File: config.mk
export PLATFORM = sky130hd
export DESIGN_NAME = clint
export DESIGN_NICKNAME = d
export VERILOG_FILES = /design/src/rtl/clint.sv
export SDC_FILE = /design/constraint.sdc
export NUM_CORES = 1
export LEC_CHECK = 0
export CAP_MARGIN = 40
export CELL_PAD_IN_SITES_DETAIL_PLACEMENT = 2
export CELL_PAD_IN_SITES_GLOBAL_PLACEMENT = 2
export CORE_AREA = 2 2 175 177
export DETAILED_ROUTE_END_ITERATION = 7
export DIE_AREA = 0 0 177 179
export PLACE_DENSITY = 0.95
export SYNTH_ARGS = -nofsm -noshare
export SYNTH_HDL_FRONTEND = slang
export SYNTH_SLANG_ARGS = --single-unit
File: constraint.sdc
create_clock -name clock -period 6 [get_ports clock]
set_input_delay 0.6 -clock clock [delete_from_list [all_inputs] [get_ports clock]]
set_output_delay 0.6 -clock clock [all_outputs]
set_load 0.01 [all_outputs]
File: src/rtl/clint.sv
// Core-local interruptor: mtime/mtimecmp timer plus MSIP/SSIP bits on a Wishbone-classic slave.
// Latency: registered ack one cycle after acceptance; register updates visible on mem_* in the ack cycle.
// Backpressure: none beyond the handshake; a held strobe is accepted every other cycle.
module clint #(
    parameter int DATA_SIZE             = 32,
    parameter int CLOCK_CYCLES_PER_TICK = 2
) (
    input  logic                   clock,
    input  logic                   reset,
    input  logic                   wb_cyc_i,
    input  logic                   wb_stb_i,
    input  logic                   wb_we_i,
    input  logic [15:0]            wb_addr_i,
    input  logic [DATA_SIZE/8-1:0] wb_sel_i,
    input  logic [DATA_SIZE-1:0]   wb_dat_i,
    output logic [DATA_SIZE-1:0]   wb_dat_o,
    output logic                   wb_ack_o,
    output logic                   mem_msip,
    output logic                   mem_ssip,
    output logic [63:0]            mem_mtime,
    output logic [63:0]            mem_mtimecmp
);

    localparam int SEL_W = DATA_SIZE / 8;
    localparam int PS_W  = (CLOCK_CYCLES_PER_TICK > 1) ? $clog2(CLOCK_CYCLES_PER_TICK) : 1;
    localparam logic [PS_W-1:0] PS_MAX = PS_W'(CLOCK_CYCLES_PER_TICK - 1);

    localparam logic [15:0] ALIGN_MASK = 16'(SEL_W - 1);
    localparam logic [15:0] HALF_BIT   = (DATA_SIZE == 32) ? 16'h0004 : 16'h0000;
    localparam logic [15:0] SIP_BASE   = 16'h0000;
    localparam logic [15:0] CMP_BASE   = 16'h4000;
    localparam logic [15:0] TIME_BASE  = 16'hBFF8;

    logic            accept;
    logic            aligned;
    logic            upper;
    logic [15:0]     base;
    logic            wr;
    logic            sip_we;
    logic            cmp_we;
    logic            time_we;
    logic [63:0]     bus_dat64;
    logic [7:0]      bus_sel8;
    logic [63:0]     bus_bmask;
    logic [63:0]     rd64;
    logic [DATA_SIZE-1:0] rd_word;
    logic [PS_W-1:0] prescaler;
    logic            tick;

    assign accept  = wb_cyc_i & wb_stb_i & ~wb_ack_o;
    assign aligned = (wb_addr_i & ALIGN_MASK) == 16'h0000;
    assign upper   = (wb_addr_i & HALF_BIT) != 16'h0000;
    assign base    = wb_addr_i & ~HALF_BIT;

    assign wr      = accept & wb_we_i & aligned;
    assign sip_we  = wr & (base == SIP_BASE);
    assign cmp_we  = wr & (base == CMP_BASE);
    assign time_we = wr & (base == TIME_BASE);

    // Every register is handled as a 64-bit view: a 32-bit bus word is steered onto
    // the half selected by address bit 2, so msip/ssip become bits 0 and 32 of one word.
    generate
        if (DATA_SIZE == 32) begin : g_bus32
            assign bus_dat64 = {wb_dat_i, wb_dat_i};
            assign bus_sel8  = upper ? {wb_sel_i, 4'b0000} : {4'b0000, wb_sel_i};
            assign rd_word   = upper ? rd64[63:32] : rd64[31:0];
        end else begin : g_bus64
            assign bus_dat64 = wb_dat_i;
            assign bus_sel8  = wb_sel_i;
            assign rd_word   = rd64;
        end
    endgenerate

    always_comb begin
        bus_bmask = '0;
        for (int i = 0; i < 8; i++) begin
            bus_bmask[8*i +: 8] = {8{bus_sel8[i]}};
        end
    end

    always_comb begin
        rd64 = '0;
        if (aligned) begin
            case (base)
                SIP_BASE:  rd64 = {31'b0, mem_ssip, 31'b0, mem_msip};
                CMP_BASE:  rd64 = mem_mtimecmp;
                TIME_BASE: rd64 = mem_mtime;
                default:   rd64 = '0;
            endcase
        end
    end

    assign tick = (prescaler == PS_MAX);

    always_ff @(posedge clock or negedge reset) begin
        if (!reset) begin
            wb_ack_o <= 1'b0;
            wb_dat_o <= '0;
        end else begin
            wb_ack_o <= accept;
            wb_dat_o <= (accept && !wb_we_i) ? rd_word : '0;
        end
    end

    always_ff @(posedge clock or negedge reset) begin
        if (!reset) begin
            mem_msip <= 1'b0;
            mem_ssip <= 1'b0;
        end else begin
            if (sip_we && bus_sel8[0]) begin
                mem_msip <= bus_dat64[0];
            end
            if (sip_we && bus_sel8[4]) begin
                mem_ssip <= bus_dat64[32];
            end
        end
    end

    always_ff @(posedge clock or negedge reset) begin
        if (!reset) begin
            mem_mtimecmp <= '1;
        end else if (cmp_we) begin
            mem_mtimecmp <= (mem_mtimecmp & ~bus_bmask) | (bus_dat64 & bus_bmask);
        end
    end

    // A bus write to mtime overrides a coincident tick and restarts the prescaler.
    always_ff @(posedge clock or negedge reset) begin
        if (!reset) begin
            mem_mtime <= '0;
            prescaler <= '0;
        end else if (time_we) begin
            mem_mtime <= (mem_mtime & ~bus_bmask) | (bus_dat64 & bus_bmask);
            prescaler <= '0;
        end else if (tick) begin
            mem_mtime <= mem_mtime + 64'd1;
            prescaler <= '0;
        end else begin
            prescaler <= prescaler + PS_W'(1);
        end
    end

endmodule

# [Word level (Yosys, flattened, before mapping)]
# Cells that the tools add are included.
[totals] input_bits=57 ff_bits=164 wordCells=41
[classes] addsub=2 bitwise=14 n_eq_ne=2 muxes=9 n_reduce_logical=7
[ops] op="AND 64 bit" count=3
[ops] op="2-to-1 mux 64 bit" count=3
[ops] op="case mux 64 bit (3 select lines)" count=1
[ops] op="bitwise OR 64 bit" count=2
[ops] op="adder 64 x 1 -> 64 bit, second input constant" count=1
[ops] op="2-to-1 mux 32 bit" count=2
[ops] op="inverter 64 bit" count=1
[ops] op="zero test 16 bit" count=2
[ops] op="== test 15 x 14 -> 1 bit, second input constant" count=1
[ops] op="== test 15 bit, second input constant" count=1
[ops] op="2-to-1 mux 8 bit" count=1
[ops] op="AND 1 bit" count=7
[ops] op="logical AND 1 bit" count=3
[ops] op="2-to-1 mux 1 bit" count=2
[ops] op="nonzero test 2 bit" count=1
[ops] op="adder 1 bit, second input constant" count=1
[ops] op="zero test 1 bit" count=1
[ops] op="inverter 1 bit" count=1

# [Longest topological paths before layout]
# Gate-level depths: netlist of the first run.
[depth] depth_word=6 mapped_depth=9 ltp_nobuf=7

# [Worst setup path before layout of the first run]
# OpenSTA, ideal clock, no wires.
[synth_path] kind="input to register" startpoint="input wb_addr_i[1]" endpoint="register (tool-made name)" stages=8 setup_time_ns=0.136 path_slack_ns=3.509 n_path_buf=2 required_ns=5.864 arrival_time_ns=2.355 path_cell_list="or2_2 > buf_2 > or4_4 > nor3_4 > buf_6 > nand3_1 > nand3_1 > o211ai_1"
[synth_rtl] element="from (decl)" line_no="13" rtl="input logic [15:0] wb_addr_i,"

==> results_dict.tcl, run 1 <==
set metrics [dict create \
    final_area_um2 13000 \
    synth_edf_count 0 \
    tightest_slew_ps 1050 \
    clock_sink_count 164 \
    htreeDepth 4 \
    synth_fa_ha_area_share_pct 0.128 \
    antenna_cells 0 \
    synth_cells 1062 \
    io_buffers 219 \
    clk_latency_ps 460 \
    cts_buffer_depth 2 \
    period_share_pct 64.5 \
    antenna_found_initial 0 \
    root_buffer "clkbuf_16" \
    hold_buffers 0 \
    slew_headroom_pct 29.2 \
    crit_arrival_ps 4220 \
    async_reset_ff_share_pct 100 \
    path_class "reg -> reg" \
    endpoint_kind "register" \
    fin_skew_ps 9.41 \
    place_area_um2 12400 \
    routedWlPerCell_um 29.7 \
    finalSetupViolCount 0 \
    fp.dieW_um 177 \
    power_density_nw_per_um2 192 \
    synth_top_family_by_area "simple AND/OR/NAND/NOR gates" \
    grt_max_degree 58 \
    cp-startpoint "prescaler" \
    yosysUniqueCellTypes 79 \
    r2r_start "prescaler" \
    drv_cap 0 \
    fin_tns_setup_ps 0 \
    cts_tree "built" \
    rr_worst_depth 6 \
    grt_pass1_vias 11700 \
    p_int_mw 1.76 \
    yosys_warnings 0 \
    cts_buffers 17 \
    ys_seq_area_share_pct 42.9 \
    grt_pass1_wl_um 74800 \
    post-route-min-period_ps 3870 \
    overflow 0 \
    drt_iter0_drc 974 \
    drt_wl_total_um 49500 \
    yosys.area_share.simple_pct 23.5 \
    irDropWorstVdd_uv 140 \
    die_h_um 179 \
    nNetsFinal 1318 \
    place.gp.congestion 0.953 \
    synth_ff_type "dfrtp_1" \
    synth-compound-area-share_pct 18.8 \
    coreArea_um2 30000 \
    yosys_register_bits 164 \
    p_leak_nw 4.78 \
    area_growth_pct 33.2 \
    cp-start-kind "register" \
    slew_viol_final 0 \
    die_area_um2 31700 \
    syn_area_per_cell_um2 9.18 \
    nFillCells 3197 \
    ios 220 \
    post_cts_buffers 0 \
    clkPwrFrac_pct 46.8 \
    drc 0 \
    synth_area_um2 9740 \
    worstPathMaxFanout 14 \
    dp_hpwl_um 34900 \
    status "complete, no violations" \
    vias 10700 \
    start_util_pct 32.5 \
    rsz0062_at_grt "false" \
    p_sw_uw 732 \
    p_seq_share_pct 45.6 \
    combPwrFrac_pct 7.6 \
    layout-drive-gt1-share_pct 18.1 \
    min_path_type "in -> async" \
    switching_share_pct 29.4 \
    path_clk_slew_ps 80 \
    grt_use_total_pct 31.5 \
    drt_first_pass_iters 7 \
    worstPathRequired_ps 6360 \
    row_count 64 \
    synth_mux_area_share_pct 10.8 \
    fmax_mhz 259 \
    drt.antenna.violating_nets 0 \
    finalHoldViolCount 0 \
    synthXorXnorAreaFrac_pct 0.629 \
    cts_resized 0 \
    viasPerCell 6.43 \
    r2r_setup_slack_ps 2130 \
    synthesis.nets 1120 \
]
-- worst max-delay path, cell delays in order, from the launching register on --
cell      delay, ps
dfrtp_1         780
clkinv_1        630
nor4_1         1040
nand4_1         500
nor4_2          460
nor3_1          100
a211oi_1        260
-- layout make-up --
type	instances	area, um2	share of cell area, %
clock buffer	17	425	3.28
tap	396	495	3.82
sequential	164	4180	32.2
inverter	11	41.3	0.318
timing repair buffer	242	2390	18.5
clock inverter	15	174	1.34
multi-input combinational	824	5270	40.6
-- logic make-up after synthesis --
logic type | count (synthesis)
DFF | 164
buffers and inverters | 74
AOI/OAI and AO/OA | 276
muxes | 95
adders and majority gates | 1
and+or+nand+nor | 445
xor gates and xnor gates | 7
-- power groups by stage --
stage | Sequential, mW | Clock [mW] | Combinational (mW)
floorplan | 1.15 | 0 | 0.0660
global placement | 1.15 | 0 | 0.175
detailed placement | 1.15 | 0 | 0.186
CTS | 1.13 | 1.17 | 0.189
global route | 1.14 | 1.20 | 0.203
finish | 1.13 | 1.16 | 0.189
-- stage by stage --
stage / util [%] / hold slack [ps] / cells / worst slack, ps / power, mW
floorplan: - / 304 / 1062 / 3510 / 1.21
global placement: 40.9 / 519 / 1629 / 2060 / 1.33
detailed placement: 41.2 / 533 / 1636 / 1900 / 1.34
CTS: 43.2 / 32.0 / 1668 / 2250 / 2.49
global route: 43.2 / 54.5 / 1669 / 2050 / 2.54
finish: 43.2 / 40.0 / 1669 / 2130 / 2.49
-- worst min path at each step --
stage	from	to	slack (ps)	cells past startpoint
final	reset	wb_dat_o[9]	40	1
after global routing	reset	wb_dat_o[9]	50	1
after CTS	reset	wb_dat_o[11]	30	1
after detailed placement	reset	wb_dat_o[11]	530	1
after global placement	mem_msip	mem_msip	520	1
after floorplan	reset	asynchronous set/reset pin	300	0
-- synthesized netlist by cell type (7+ instances only) --
cell	n	area share, %
nand2_1	130	5.0
nand2b_1	22	1.4
mux2_1	8	0.92
nand4_1	37	2.4
a211oi_1	28	2.2
a221oi_1	10	0.90
nand3_1	39	2.0
mux2i_1	12	1.2
nor2_1	64	2.5
a31oi_1	7	0.45
clkbuf_1	42	1.6
mux2_2	75	8.7
a21oi_1	67	3.4
o21ai_0	68	3.5
dfrtp_1	100	26
xnor2_1	7	0.63
and3_1	18	1.2
nor3_1	59	3.0
o32ai_1	12	1.1
nor4_1	22	1.4
dfstp_2	64	17
o221ai_1	21	1.9
o311ai_0	11	0.99
inv_1	10	0.39
buf_2	13	0.67
-- placed cells by master (no fill, tap or decap), types with 11 or more instances in the layout --
| master | n |
|---|---|
| clkdlybuf4s50_1 | 217 |
| nand2_1 | 130 |
| dfrtp_1 | 100 |
| mux2_2 | 75 |
| o21ai_0 | 68 |
| a21oi_1 | 67 |
| nor2_1 | 64 |
| dfstp_2 | 64 |
| nor3_1 | 59 |
| nand3_1 | 39 |
| nand4_1 | 37 |
| a211oi_1 | 28 |
| nand2b_1 | 22 |
| o221ai_1 | 21 |
| nor4_1 | 21 |
| and3_1 | 18 |
| clkbuf_16 | 17 |
| buf_4 | 17 |
| mux2i_1 | 12 |
| o32ai_1 | 12 |
| o311ai_0 | 11 |
-- metal layers --
| layer | share of wire, % | global-route usage (%) | vias to the layer above |
|---|---|---|---|
| li1 | - | - | 4421 |
| met1 | 40 | 38.4 | 5576 |
| met2 | 49 | 52.8 | 568 |
| met3 | 6.9 | 5.92 | 163 |
| met4 | 4.8 | 16.4 | 0 |
| met5 | 0 | 0 | - |
(Power assumes the default switching activity.)
==> run 2, diff against run 1 <==
--- a/config.mk
+++ b/config.mk
@@ -8,10 +8,10 @@
 export CAP_MARGIN = 40
 export CELL_PAD_IN_SITES_DETAIL_PLACEMENT = 2
 export CELL_PAD_IN_SITES_GLOBAL_PLACEMENT = 2
-export CORE_AREA = 2 2 175 177
+export CORE_AREA = 2 2 181 183
 export DETAILED_ROUTE_END_ITERATION = 7
-export DIE_AREA = 0 0 177 179
-export PLACE_DENSITY = 0.95
+export DIE_AREA = 0 0 183 185
+export PLACE_DENSITY = 0.9
 export SYNTH_ARGS = -nofsm -noshare
 export SYNTH_HDL_FRONTEND = slang
 export SYNTH_SLANG_ARGS = --single-unit
==> constraint.sdc (replaced) <==
create_clock -name clock -period 3.74 [get_ports clock]
set_input_delay 0.374 -clock clock [delete_from_list [all_inputs] [get_ports clock]]
set_output_delay 0.374 -clock clock [all_outputs]
set_load 0.01 [all_outputs]
==> run 2 against run 1 <==
  * Die area rose by 6.9%
  * Worst setup slack got worse by 1300 ps
  * Critical path depth grew 3
  * Final cell count increased by 2.3%
  * Wire length fell by 0.42%
  * Hold slack better by 270 ps
  * Global-route usage is 2.3 points lower
  * First-iteration DRC count shrank 3.6%
  * Count of clock-buffer cells in the layout rose by 2
  * Critical path type unchanged
==> results_dict.tcl, run 2 (synthesized netlist as in run 1, its figures left out) <==
set metrics [dict create \
    row_count 66 \
    final_common_cell "clkdlybuf4s50_1" \
    area_growth_pct 35.2 \
    crit_arrival_ps 3240 \
    cts_resized 0 \
    drt_first_pass_iters 6 \
    crit_chain "ha_1, nand4_1, buf_4, nor4_1, buf_4, nand4_1, o21ai_0, a21oi_1, nor3_1" \
    power_mw 3.92 \
    die_area_um2 33900 \
    ios 220 \
    antenna_cells 0 \
    viasPerCell 6.28 \
    post-route-min-period_ps 2870 \
    grt_pass1_wl_um 74400 \
    worstPathRequired_ps 4110 \
    fmax_mhz 349 \
    fin_skew_ps 15.0 \
    crit_slowest_cell "dfrtp_1" \
    die_h_um 185 \
    power_density_nw_per_um2 297 \
    cp_top_family "simple AND/OR/NAND/NOR gates" \
    cts_buffers 17 \
    period_share_pct 76.6 \
    tightest_slew_ps 937 \
    cts_buffer_depth 2 \
    regArea_um2 4180 \
    p_leak_nw 4.89 \
    cp-start-kind "register" \
    layout-drive-gt1-share_pct 19.6 \
    fp.dieW_um 183 \
    drc 0 \
    overflow 0 \
    clk_latency_ps 460 \
    slew_viol_final 0 \
    place.gp.congestion 0.932 \
    antenna_found_initial 0 \
    status "complete, no violations" \
    drt_iter0_drc 939 \
    post_cts_buffers 0 \
    slew_headroom_pct 36.6 \
    endpoint_kind "register" \
    nNetsFinal 1344 \
    root_buffer "clkbuf_16" \
    final_cell_mix "clkdlybuf4s50_1, nand2_1, dfrtp_1" \
    dp_hpwl_um 34800 \
    cts_tree "built" \
    clock_sink_count 164 \
    hold_buffers 1 \
    fin_tns_setup_ps 0 \
    routedWlPerCell_um 28.9 \
    rsz0062_at_grt "false" \
    path_clk_slew_ps 80 \
    worstPathMaxFanout 7 \
    grt_pass1_vias 11800 \
    finalSetupViolCount 0 \
    cp_num_buf_inv 2 \
    drt_wl_total_um 49300 \
    io_buffers 219 \
    grt_use_total_pct 29.1 \
    drv_cap 0 \
    critical_path.max_stage_delay_ps 520 \
    vias 10700 \
    nFillCells 3506 \
    grt_max_degree 83 \
    multiInputGateArea_um2 5270 \
    min_path_type "in -> async" \
    drt.antenna.violating_nets 0 \
    coreArea_um2 32000 \
    start_util_pct 30.4 \
    htreeDepth 4 \
    path_class "reg -> reg" \
    finalHoldViolCount 0 \
    irDropWorstVdd_uv 253 \
]
## run 2: cell count changes in the layout (fill, tap and decap cells not counted), sizes merged
cell         delta
inv             -4
clkbuf          +1
dlygate4sd3     +1
buf            +26
clkinv          -1
clkinvlp        +3
## run 2: path summary, 6_finish.rpt
kind,slack (ps),cells past startpoint,end,startpoint
max in group asynchronous,2290,4,asynchronous set/reset pin,reset
hold reg to reg,610,1,mem_msip,mem_msip
setup / recovery,870,9,register,register
min in group clock,570,3,wb_dat_o[22],wb_addr_i[2]
setup reg to reg,870,9,register,register
hold / removal,310,2,wb_dat_o[22],reset
## run 2: layout make-up
cell class / instances / share of cell area [%]
timing repair buffer: 268 / 19.8
tap: 408 / 3.87
clock inverter: 13 / 0.874
clock buffer: 19 / 3.44
multi-input combinational: 824 / 40.0
inverter: 11 / 0.313
sequential: 164 / 31.8
## run 2: where the power goes
group | internal (mW) | switching, mW | total, mW
clock network | 0.907 | 0.880 | 1.79
registers | 1.79 | 0.0317 | 1.82
logic | 0.125 | 0.185 | 0.310
total | 2.82 | 1.10 | 3.92
## run 2: per-layer routing
layer  global-route usage [%]  part of all wire [%]  vias to the layer above
met2                     48.9                    48                      556
li1                         -                     -                     4470
met1                     35.8                    40                     5519
met3                     5.03                   6.8                      170
met4                     15.6                   5.2                        0
met5                        0                     0                        -
## run 2: stage by stage
step	instances	setup WS [ps]	hold WS (ps)	util [%]	cell area (um2)
CTS	1707	976	306	41.1	13200
global route	1707	760	323	41.1	13200
finish	1707	874	311	41.1	13200
detailed placement	1674	641	223	39.3	12600
floorplan	1062	1460	78.4	-	9740
global placement	1673	838	544	39.2	12600
